[src/rtl/sap2_loader_pkg.sv]
// Shared types and frame constants for the SAP-2 program loader.
// The S_CSUM state only exists when LOADER_CSUM_EN is defined.
package sap2_loader_pkg;

    typedef enum logic [2:0] {
        S_IDLE,
        S_LEN,
        S_ADDR,
        S_DATA
`ifdef LOADER_CSUM_EN
        , S_CSUM
`endif
    } loader_state_t;

    // A LEN byte of zero encodes a full sweep of the address space.
    localparam bit LEN_ZERO_MEANS_FULL = 1'b1;

endpackage

[src/rtl/sap2_sync_edge.sv]
// Multi-flop synchronizer for an asynchronous level, with registered one-cycle
// rise and fall pulses taken from the synchronized level.
module sap2_sync_edge #(
    parameter int STAGES = 2
) (
    input  logic clk,
    input  logic rst,
    input  logic async_in,
    output logic rise,
    output logic fall
);

    logic [STAGES-1:0] sync_q;
    logic              prev_q;

    always_ff @(posedge clk) begin
        if (rst) begin
            sync_q <= '0;
            prev_q <= 1'b0;
            rise   <= 1'b0;
            fall   <= 1'b0;
        end else begin
            sync_q <= {sync_q[STAGES-2:0], async_in};
            prev_q <= sync_q[STAGES-1];
            rise   <= sync_q[STAGES-1] & ~prev_q;
            fall   <= ~sync_q[STAGES-1] & prev_q;
        end
    end

endmodule

[src/rtl/sap2_prog_loader.sv]
// Loads a framed host byte stream into SAP-2 program memory while holding the CPU in reset.
// Build option LOADER_CSUM_EN appends an XOR checksum byte to every frame.
//
// state  | meaning
// S_IDLE | no session; waits for a LOAD_REQ rising edge, strobes acked and discarded
// S_LEN  | next byte is the frame length (0 = full address space)
// S_ADDR | next byte is the start address
// S_DATA | each byte is written to memory, address increments and wraps
// S_CSUM | next byte is compared with the running XOR (LOADER_CSUM_EN only)
module sap2_prog_loader
    import sap2_loader_pkg::*;
#(
    parameter int SYNC_STAGES = 2,
    parameter int ADDR_W      = 8
) (
    input  logic              CLK,
    input  logic              RST,
    input  logic              LOAD_REQ,
    input  logic              STB,
    input  logic [7:0]        DIN,
    output logic              ACK,
    output logic [ADDR_W-1:0] MEM_ADDR,
    output logic [7:0]        MEM_DATA,
    output logic              MEM_WE,
    output logic              CPU_HOLD,
    output logic              DONE,
    output logic              ERR
);

    localparam int CW = ADDR_W + 1;
    localparam logic [CW-1:0] LEN_FULL = CW'(1) << ADDR_W;

    logic stb_rise, stb_fall, req_rise, req_fall;
    logic byte_take;
    logic start, load_len, load_addr, wr_byte, done_set, err_set;

    loader_state_t     state, state_nxt;
    logic [CW-1:0]     cnt;
    logic [ADDR_W-1:0] addr_cnt;

    sap2_sync_edge #(.STAGES(SYNC_STAGES)) u_sync_stb (
        .clk      (CLK),
        .rst      (RST),
        .async_in (STB),
        .rise     (stb_rise),
        .fall     (stb_fall)
    );

    sap2_sync_edge #(.STAGES(SYNC_STAGES)) u_sync_req (
        .clk      (CLK),
        .rst      (RST),
        .async_in (LOAD_REQ),
        .rise     (req_rise),
        .fall     (req_fall)
    );

    // A rise while ACK is still high is a host protocol violation and is dropped.
    assign byte_take = stb_rise & ~ACK;

`ifdef LOADER_CSUM_EN
    logic [7:0] acc;

    always_ff @(posedge CLK) begin
        if (RST || start) begin
            acc <= 8'h00;
        end else if (load_len || load_addr || wr_byte) begin
            acc <= acc ^ DIN;
        end
    end
`endif

    always_comb begin
        state_nxt = state;
        start     = 1'b0;
        load_len  = 1'b0;
        load_addr = 1'b0;
        wr_byte   = 1'b0;
        done_set  = 1'b0;
        err_set   = 1'b0;
        case (state)
            S_IDLE: if (req_rise) begin
                start     = 1'b1;
                state_nxt = S_LEN;
            end
            S_LEN: if (byte_take) begin
                load_len  = 1'b1;
                state_nxt = S_ADDR;
            end
            S_ADDR: if (byte_take) begin
                load_addr = 1'b1;
                state_nxt = S_DATA;
            end
            S_DATA: if (byte_take) begin
                wr_byte = 1'b1;
                if (cnt == CW'(1)) begin
`ifdef LOADER_CSUM_EN
                    state_nxt = S_CSUM;
`else
                    done_set  = 1'b1;
                    state_nxt = S_IDLE;
`endif
                end
            end
`ifdef LOADER_CSUM_EN
            S_CSUM: if (byte_take) begin
                if (acc == DIN) done_set = 1'b1;
                else            err_set  = 1'b1;
                state_nxt = S_IDLE;
            end
`endif
            default: state_nxt = S_IDLE;
        endcase

        // Abort outranks any byte arriving in the same cycle.
        if (state != S_IDLE && req_fall) begin
            load_len  = 1'b0;
            load_addr = 1'b0;
            wr_byte   = 1'b0;
            done_set  = 1'b0;
            err_set   = 1'b1;
            state_nxt = S_IDLE;
        end
    end

    always_ff @(posedge CLK) begin
        if (RST) begin
            state    <= S_IDLE;
            cnt      <= '0;
            addr_cnt <= '0;
            ACK      <= 1'b0;
            MEM_WE   <= 1'b0;
            MEM_ADDR <= '0;
            MEM_DATA <= 8'h00;
            CPU_HOLD <= 1'b1;
            DONE     <= 1'b0;
            ERR      <= 1'b0;
        end else begin
            state  <= state_nxt;
            MEM_WE <= wr_byte;

            if (stb_fall)      ACK <= 1'b0;
            else if (stb_rise) ACK <= 1'b1;

            if (start) begin
                DONE     <= 1'b0;
                ERR      <= 1'b0;
                CPU_HOLD <= 1'b1;
            end
            if (done_set) begin
                DONE     <= 1'b1;
                CPU_HOLD <= 1'b0;
            end
            if (err_set) ERR <= 1'b1;

            if (load_len)
                cnt <= (LEN_ZERO_MEANS_FULL && DIN == 8'h00) ? LEN_FULL : CW'(DIN);
            if (load_addr)
                addr_cnt <= ADDR_W'(DIN);
            if (wr_byte) begin
                MEM_ADDR <= addr_cnt;
                MEM_DATA <= DIN;
                addr_cnt <= addr_cnt + ADDR_W'(1);
                cnt      <= cnt - CW'(1);
            end
        end
    end

endmodule
[config.mk]
export PLATFORM = sky130hd
export DESIGN_NAME = sap2_prog_loader
export DESIGN_NICKNAME = d
export VERILOG_FILES = /design/src/rtl/sap2_loader_pkg.sv /design/src/rtl/sap2_sync_edge.sv /design/src/rtl/sap2_prog_loader.sv
export SDC_FILE = /design/constraint.sdc
export NUM_CORES = 1
export LEC_CHECK = 0
export ABC_AREA = 1
export ABC_CLOCK_PERIOD_IN_PS = 1630
export BUFFER_PORTS_ARGS = -buffer_cell sky130_fd_sc_hd__buf_4
export CORE_ASPECT_RATIO = 0.9
export CORE_MARGIN = 3
export CORE_UTILIZATION = 55
export CTS_BUF_LIST = sky130_fd_sc_hd__clkbuf_4
export CTS_CLUSTER_DIAMETER = 80
export DETAILED_ROUTE_END_ITERATION = 12
export GPL_ROUTABILITY_DRIVEN = 1
export GPL_TIMING_DRIVEN = 0
export PLACE_DENSITY = 0.88
export SYNTH_ARGS = -nofsm -noshare
export SYNTH_HDL_FRONTEND = slang
export SYNTH_SLANG_ARGS = --single-unit
[constraint.sdc]
create_clock -name CLK -period 1.63 [get_ports CLK]
set_input_delay 0.4075 -clock CLK [delete_from_list [all_inputs] [get_ports CLK]]
set_output_delay 0.4075 -clock CLK [all_outputs]
set_load 0.02 [all_outputs]
==> results of run 1 <==
## through the flow
| step | utilization | area [µm²] | power [µW] | TNS [ns] |
|---|---|---|---|---|
| 5_1_grt | 0.711 | 2780 | 2640 | 0 |
| 3_3_place_gp | 0.678 | 2650 | 1820 | -0.00725 |
| 4_1_cts | 0.703 | 2750 | 2480 | 0 |
| 6_report | 0.711 | 2780 | 2520 | 0 |
| 3_5_place_dp | 0.678 | 2650 | 1840 | -0.0968 |
| 2_1_floorplan | - | 2360 | 1720 | 0 |
## registers in the layout (all words and copies together), names as in the netlist
| register | count |
|---|---|
| u_sync_req.prev_q | 1 |
| MEM_ADDR | 8 |
| u_sync_stb.rise | 1 |
| DONE | 1 |
| MEM_WE | 1 |
| cnt | 9 |
| u_sync_req.sync_q | 2 |
| u_sync_stb.fall | 1 |
| u_sync_req.fall | 1 |
| u_sync_req.rise | 1 |
| ERR | 1 |
| MEM_DATA | 8 |
| ACK | 1 |
| state | 2 |
| u_sync_stb.sync_q | 2 |
| u_sync_stb.prev_q | 1 |
| CPU_HOLD | 1 |
| addr_cnt | 8 |
## timing repair
item,in CTS,in global routing
setup endpoints to repair,8,33
resized for setup,3,7
buffers inserted,2,3
pin swaps,1,1
hold buffers,0,0
## power by group through the flow
stage | Clock [µW] | Sequential [µW] | Combinational, µW
floorplan | 0 | 1330 | 391
global placement | 0 | 1340 | 489
detailed placement | 0 | 1340 | 502
CTS | 623 | 1310 | 547
global route | 664 | 1330 | 643
finish | 623 | 1320 | 571
## cell type report
type,instances,area [µm²],area share
multi-input cells,221,1130,0.406
flip-flops and latches,50,1000,0.361
repair buffers,36,270,0.0971
inverters,49,184,0.0661
plain buffers,10,72.6,0.0261
well taps,46,57.6,0.0207
clock buffers,5,37.5,0.0135
clock inverters,3,28.8,0.0103
## synthesized netlist by cell type (2+ instances only)
master,instances
nand3_1,15
nand2_4,2
a21oi_1,30
inv_1,45
a211oi_1,3
dfxtp_1,50
o21ai_0,34
nand3b_1,3
ha_1,7
nor2_1,57
clkbuf_1,5
o21ai_1,2
buf_6,4
nand2_1,50
a21oi_4,2
nor3_1,6
inv_2,4
nor2_2,3
## tightest hold or removal path, cell delays in order
cell and delay [ns]:
buf_4 0.10, inv_1 0.04, nor2_1 0.03
## how the worst min path moves through the flow
stage | from | endpoint | slack (ns) | cells past startpoint
finish | LOAD_REQ | u_sync_req.sync_q[0] | 0.22 | 3
global route | LOAD_REQ | u_sync_req.sync_q[0] | 0.23 | 3
CTS | LOAD_REQ | u_sync_req.sync_q[0] | 0.22 | 3
detailed placement | u_sync_stb.sync_q[0] | u_sync_stb.sync_q[1] | 0.39 | 2
global placement | u_sync_req.sync_q[0] | u_sync_req.sync_q[1] | 0.39 | 2
floorplan | u_sync_stb.fall | ACK | 0.38 | 1
## kinds of logic (layout without fill, tap and decap cells)
logic type               count (synthesis)  after routing
adder cells (fa/ha/maj)                  7              7
AO/OA/AOI/OAI                           72             72
buffers and inverters                   59            103
AND/OR/NAND/NOR                        141            141
XOR/XNOR                                 1              1
flip-flops                              50             50
## layer usage
layer,vias up,GRT usage
li1,1137,-
met1,1012,0.302
met2,62,0.370
met3,9,0.0367
met5,-,0
met4,0,0.0689
==> results_dict.tcl, run 1 <==
set metrics [dict create \
    outcome "complete, no violations" \
    die_area_um2 5120 \
    whs_ns 0.216 \
    peakVddDrop_uv 633 \
    path_clk_slew_ns 0.16 \
    wl_met3_um 272 \
    setup.worst_path.start "state[0]" \
    fp-row-count 21 \
    die_h_um 68.2 \
    synth_compound_area_frac 0.166 \
    synth_area_leaders "dfxtp_1 42%, nor2_1 9.1%, nand2_1 7.9%" \
    fmax_mhz 656 \
    synth_top_area_frac 0.424 \
    layout_common_cells "57 x nor2_1, 50 x nand2_1, 48 x dfxtp_1, 43 x inv_1, 36 x buf_4" \
    cp_num_buf_inv 4 \
    tritoncts "yes" \
    wl_met1_um 2500 \
    synth_top_family_by_area "simple AND/OR/NAND/NOR gates" \
    grt_max_degree 19 \
    grt_util_all_layers 0.225 \
    final_cells 420 \
    endpoint_kind "flip-flop" \
    setup-violations-final 0 \
    synth.mux.area_fraction 0 \
    synthSimpleGateAreaFrac 0.263 \
    start_util 0.604 \
    grt_pass1_wl_um 8780 \
    cp_slowest_stage_delay_ns 0.38 \
    worst_skew_pair.late_latency_ns 0.38 \
    min_period_ns 1.52 \
    crit_end "MEM_DATA[0]" \
    place_hpwl_um 3950 \
    critPathArrivalTime_ns 1.81 \
    die_w_um 75.1 \
    syn_area_per_cell_um2 7.16 \
    synth_async_sr_flop_share 0 \
    antenna_found_initial 0 \
    switching_power_uw 838 \
    r2r_cells 10 \
    start_kind "flip-flop" \
    fin_ws_ns 0.106 \
    worst-path-stages 10 \
    wl_met2_um 2490 \
    ctsHtreeMaxLevel 2 \
    clockPowerShare 0.247 \
    fin_worst_skew_ns 0.00964 \
    routed_wl_um 5350 \
    p_leak_uw 0.00132 \
    layout.nets 392 \
    r2r_setup_slack_ns 0.11 \
    drtPass1Iterations 4 \
    synth_largest_area_cell "dfxtp_1" \
    p_comb_frac 0.227 \
    ant_nets 0 \
    crit_required_ns 1.92 \
    tightest_slew_ns 0.507 \
    hold_path_class "in -> reg" \
    clk_path_buf_depth 2 \
    maxSlewHeadroom 0.662 \
    vias 2220 \
    hold_violations 0 \
    core-area_um2 3920 \
    yosysUniqueCellTypes 26 \
    gp_congestion 0.878 \
    power.share.switching 0.333 \
    crit_slowest_cell "dfxtp_2" \
    syn_inst 330 \
    drive_above_1_share 0.190 \
    synth_xor_area_frac 0.00371 \
    synthAdderAreaFrac 0.0371 \
    nFillCells 320 \
    cts_root_buf "clkbuf_4" \
    power_density_nw_per_um2 904 \
    placed_cells 407 \
    area_growth_pct 17.7 \
    r2r_start "state[0]" \
    io_buffers 31 \
    antenna_cells 0 \
    cp_cell_sequence "inv_2, ha_4, inv_2, nand2_4, nand2_4, nor2_8, buf_4, buf_6, o21ai_0, a21oi_1" \
    post_drt_wl_per_cell_um 12.7 \
    drv_slew 0 \
    fin_crit_sh 0.935 \
    synth-edff-count 0 \
    rsz0062_at_grt "no" \
    synthesis.area_um2 2360 \
    path_max_fanout 10 \
    place_ws_ns -0.0545 \
    crit_type "reg -> reg" \
    drc_errors 0 \
    io_pins 33 \
    grt_overflow 0 \
    p_int_uw 1680 \
    power_frac_seq 0.525 \
    synth-main-ff-cell "dfxtp_1" \
    first_global_vias 1985 \
    routed_via_density 5.29 \
    clock_sinks 50 \
    r2r-end "MEM_DATA[0]" \
    syn_nets 349 \
    numCtsBuffers 5 \
    drt-initial-drc-count 120 \
    ys_seq_area_frac 0.424 \
    mostFrequentLayoutCell "nor2_1" \
    synth_warnings 0 \
    maxCapViolations 0 \
    crit_family "buffers and inverters" \
    highest_layer "met4" \
    synth-seq-cells 50 \
]
Note: power is estimated with default switching activity, not from simulation.
==> run 2, diff against run 1 <==
- ABC_CLOCK_PERIOD_IN_PS: 1630 -> 1550
- clock period: 1.63 -> 1.55 ns (I/O delays scaled with it)
==> run 2 against run 1 <==
Net effect: fmax shrank 0.41%; setup slack lost 0.086 ns; die area is the same; clock skew grew 0.0024 ns; register-to-register slack lost 0.09 ns.
==> results_dict.tcl, run 2 (same netlist as run 1, synthesis figures left out) <==
set metrics [dict create \
    clock_sinks 50 \
    grt_overflow 0 \
    start_kind "flip-flop" \
    hold_path_class "in -> reg" \
    ctsHtreeMaxLevel 2 \
    rsz0062_at_grt "yes" \
    fmax_mhz 654 \
    place_hpwl_um 3950 \
    io_pins 33 \
    worst_skew_pair.late_latency_ns 0.39 \
    endpoint_kind "flip-flop" \
    tightest_slew_ns 0.568 \
    placed_area_um2 2650 \
    path_max_fanout 6 \
    die_h_um 68.2 \
    grt_max_degree 19 \
    io_buffers 31 \
    min_period_ns 1.53 \
    crit_required_ns 1.84 \
    maxCapViolations 0 \
    whs_ns 0.195 \
    die_w_um 75.1 \
    crit_slowest_cell "dfxtp_2" \
    vias 2249 \
    cts_root_buf "clkbuf_4" \
    drtPass1Iterations 4 \
    path_clk_slew_ns 0.16 \
    outcome "complete, no violations" \
    regMostFlops "cnt" \
    drv_slew 0 \
    first_global_vias 1985 \
    cp_cell_sequence "inv_2, ha_4, inv_4, nand2_4, nand2_8, nor2_8, buf_8, nand4_1, o21ai_1, nand2_1" \
    gp_congestion 0.878 \
    layout_common_cells "57 x nor2_1, 50 x nand2_1, 48 x dfxtp_1, 42 x inv_1, 34 x buf_4" \
    power_density_nw_per_um2 949 \
    peakVddDrop_uv 737 \
    final_area_um2 2850 \
    numCtsBuffers 5 \
    grt_pass1_wl_um 8780 \
    hold_violations 0 \
    die_area_um2 5120 \
    maxSlewHeadroom 0.621 \
    p_leak_uw 0.00134 \
    ctsHoldBuffers 0 \
    largest_reg_flops 9 \
    mostFrequentLayoutCell "nor2_1" \
    drt-initial-drc-count 219 \
    fin_crit_sh 0.987 \
    ant_nets 0 \
    fin_setup_tns_ns 0 \
    fin_worst_skew_ns 0.0120 \
    routed_via_density 5.35 \
    drive_above_1_share 0.209 \
    clk_path_buf_depth 2 \
    crit_type "reg -> reg" \
    layout.nets 392 \
    drc_errors 0 \
    nFillCells 294 \
    grt_util_all_layers 0.225 \
    power.total_uw 2700 \
    tritoncts "yes" \
    antenna_cells 0 \
    antenna_found_initial 0 \
    place_ws_ns -0.135 \
    routed_wl_um 5700 \
    fin_ws_ns 0.0199 \
    area_growth_pct 20.5 \
    post_drt_wl_per_cell_um 13.6 \
    fp-row-count 21 \
    cp_slowest_stage_delay_ns 0.37 \
    setup-violations-final 0 \
    start_util 0.604 \
    core-area_um2 3920 \
    critPathArrivalTime_ns 1.82 \
]
-- run 2: final timing paths --
check | start | to | slack, ns | cells after the start
worst max-delay path | state[1] | CPU_HOLD | 0.02 | 10
worst min register to register | u_sync_stb.sync_q[0] | u_sync_stb.sync_q[1] | 0.41 | 2
worst max register to register | state[1] | CPU_HOLD | 0.02 | 10
worst min-delay path | LOAD_REQ | u_sync_req.sync_q[0] | 0.20 | 3
-- run 2: worst max-delay path, delay by kind of cell, from the launching register on --
kind                       cells  cell delay (ns)
adders and majority gates      1             0.17
buffers and inverters          3             0.27
and+or+nand+nor                5             0.52
AOI/OAI and AO/OA              1             0.12
DFF                            1             0.37
-- run 2: where the power goes --
group          internal (µW)  switching [µW]  leakage (µW)
Sequential              1340            45.8      0.000405
Clock                    195             464     0.0000373
Combinational            243             411      0.000898
Total                   1780             921       0.00134
-- run 2: final cells by class --
type                       instances  area [µm²]  area share
sequential                        50        1000       0.352
timing repair buffer              37         303       0.106
inverter                          49         189      0.0663
multi-input combinational        221        1170       0.409
buffer                             9        63.8      0.0224
clock inverter                     3        28.8      0.0101
clock buffer                       5        37.5      0.0132
tap                               46        57.6      0.0202
-- run 2: what timing repair did --
action | in CTS | in global routing
buffers inserted | 2 | 3
gates cloned | 0 | 1
endpoints found under the setup margin | 19 | 33
endpoints found under the hold margin | 0 | 0
resized for setup | 7 | 20
pin swaps | 1 | 5
-- run 2: layer usage --
metal  share of wire  up-vias  track usage
met4           0.013        0       0.0689
met2            0.47       81        0.370
li1                -     1145            -
met3           0.066        8       0.0367
met5               0        -            0
met1            0.45     1015        0.302
-- run 2: through the flow --
stage               cells  utilization
finish                420        0.728
global route          420        0.728
CTS                   417        0.703
detailed placement    407        0.678
global placement      407        0.678
floorplan             330            -
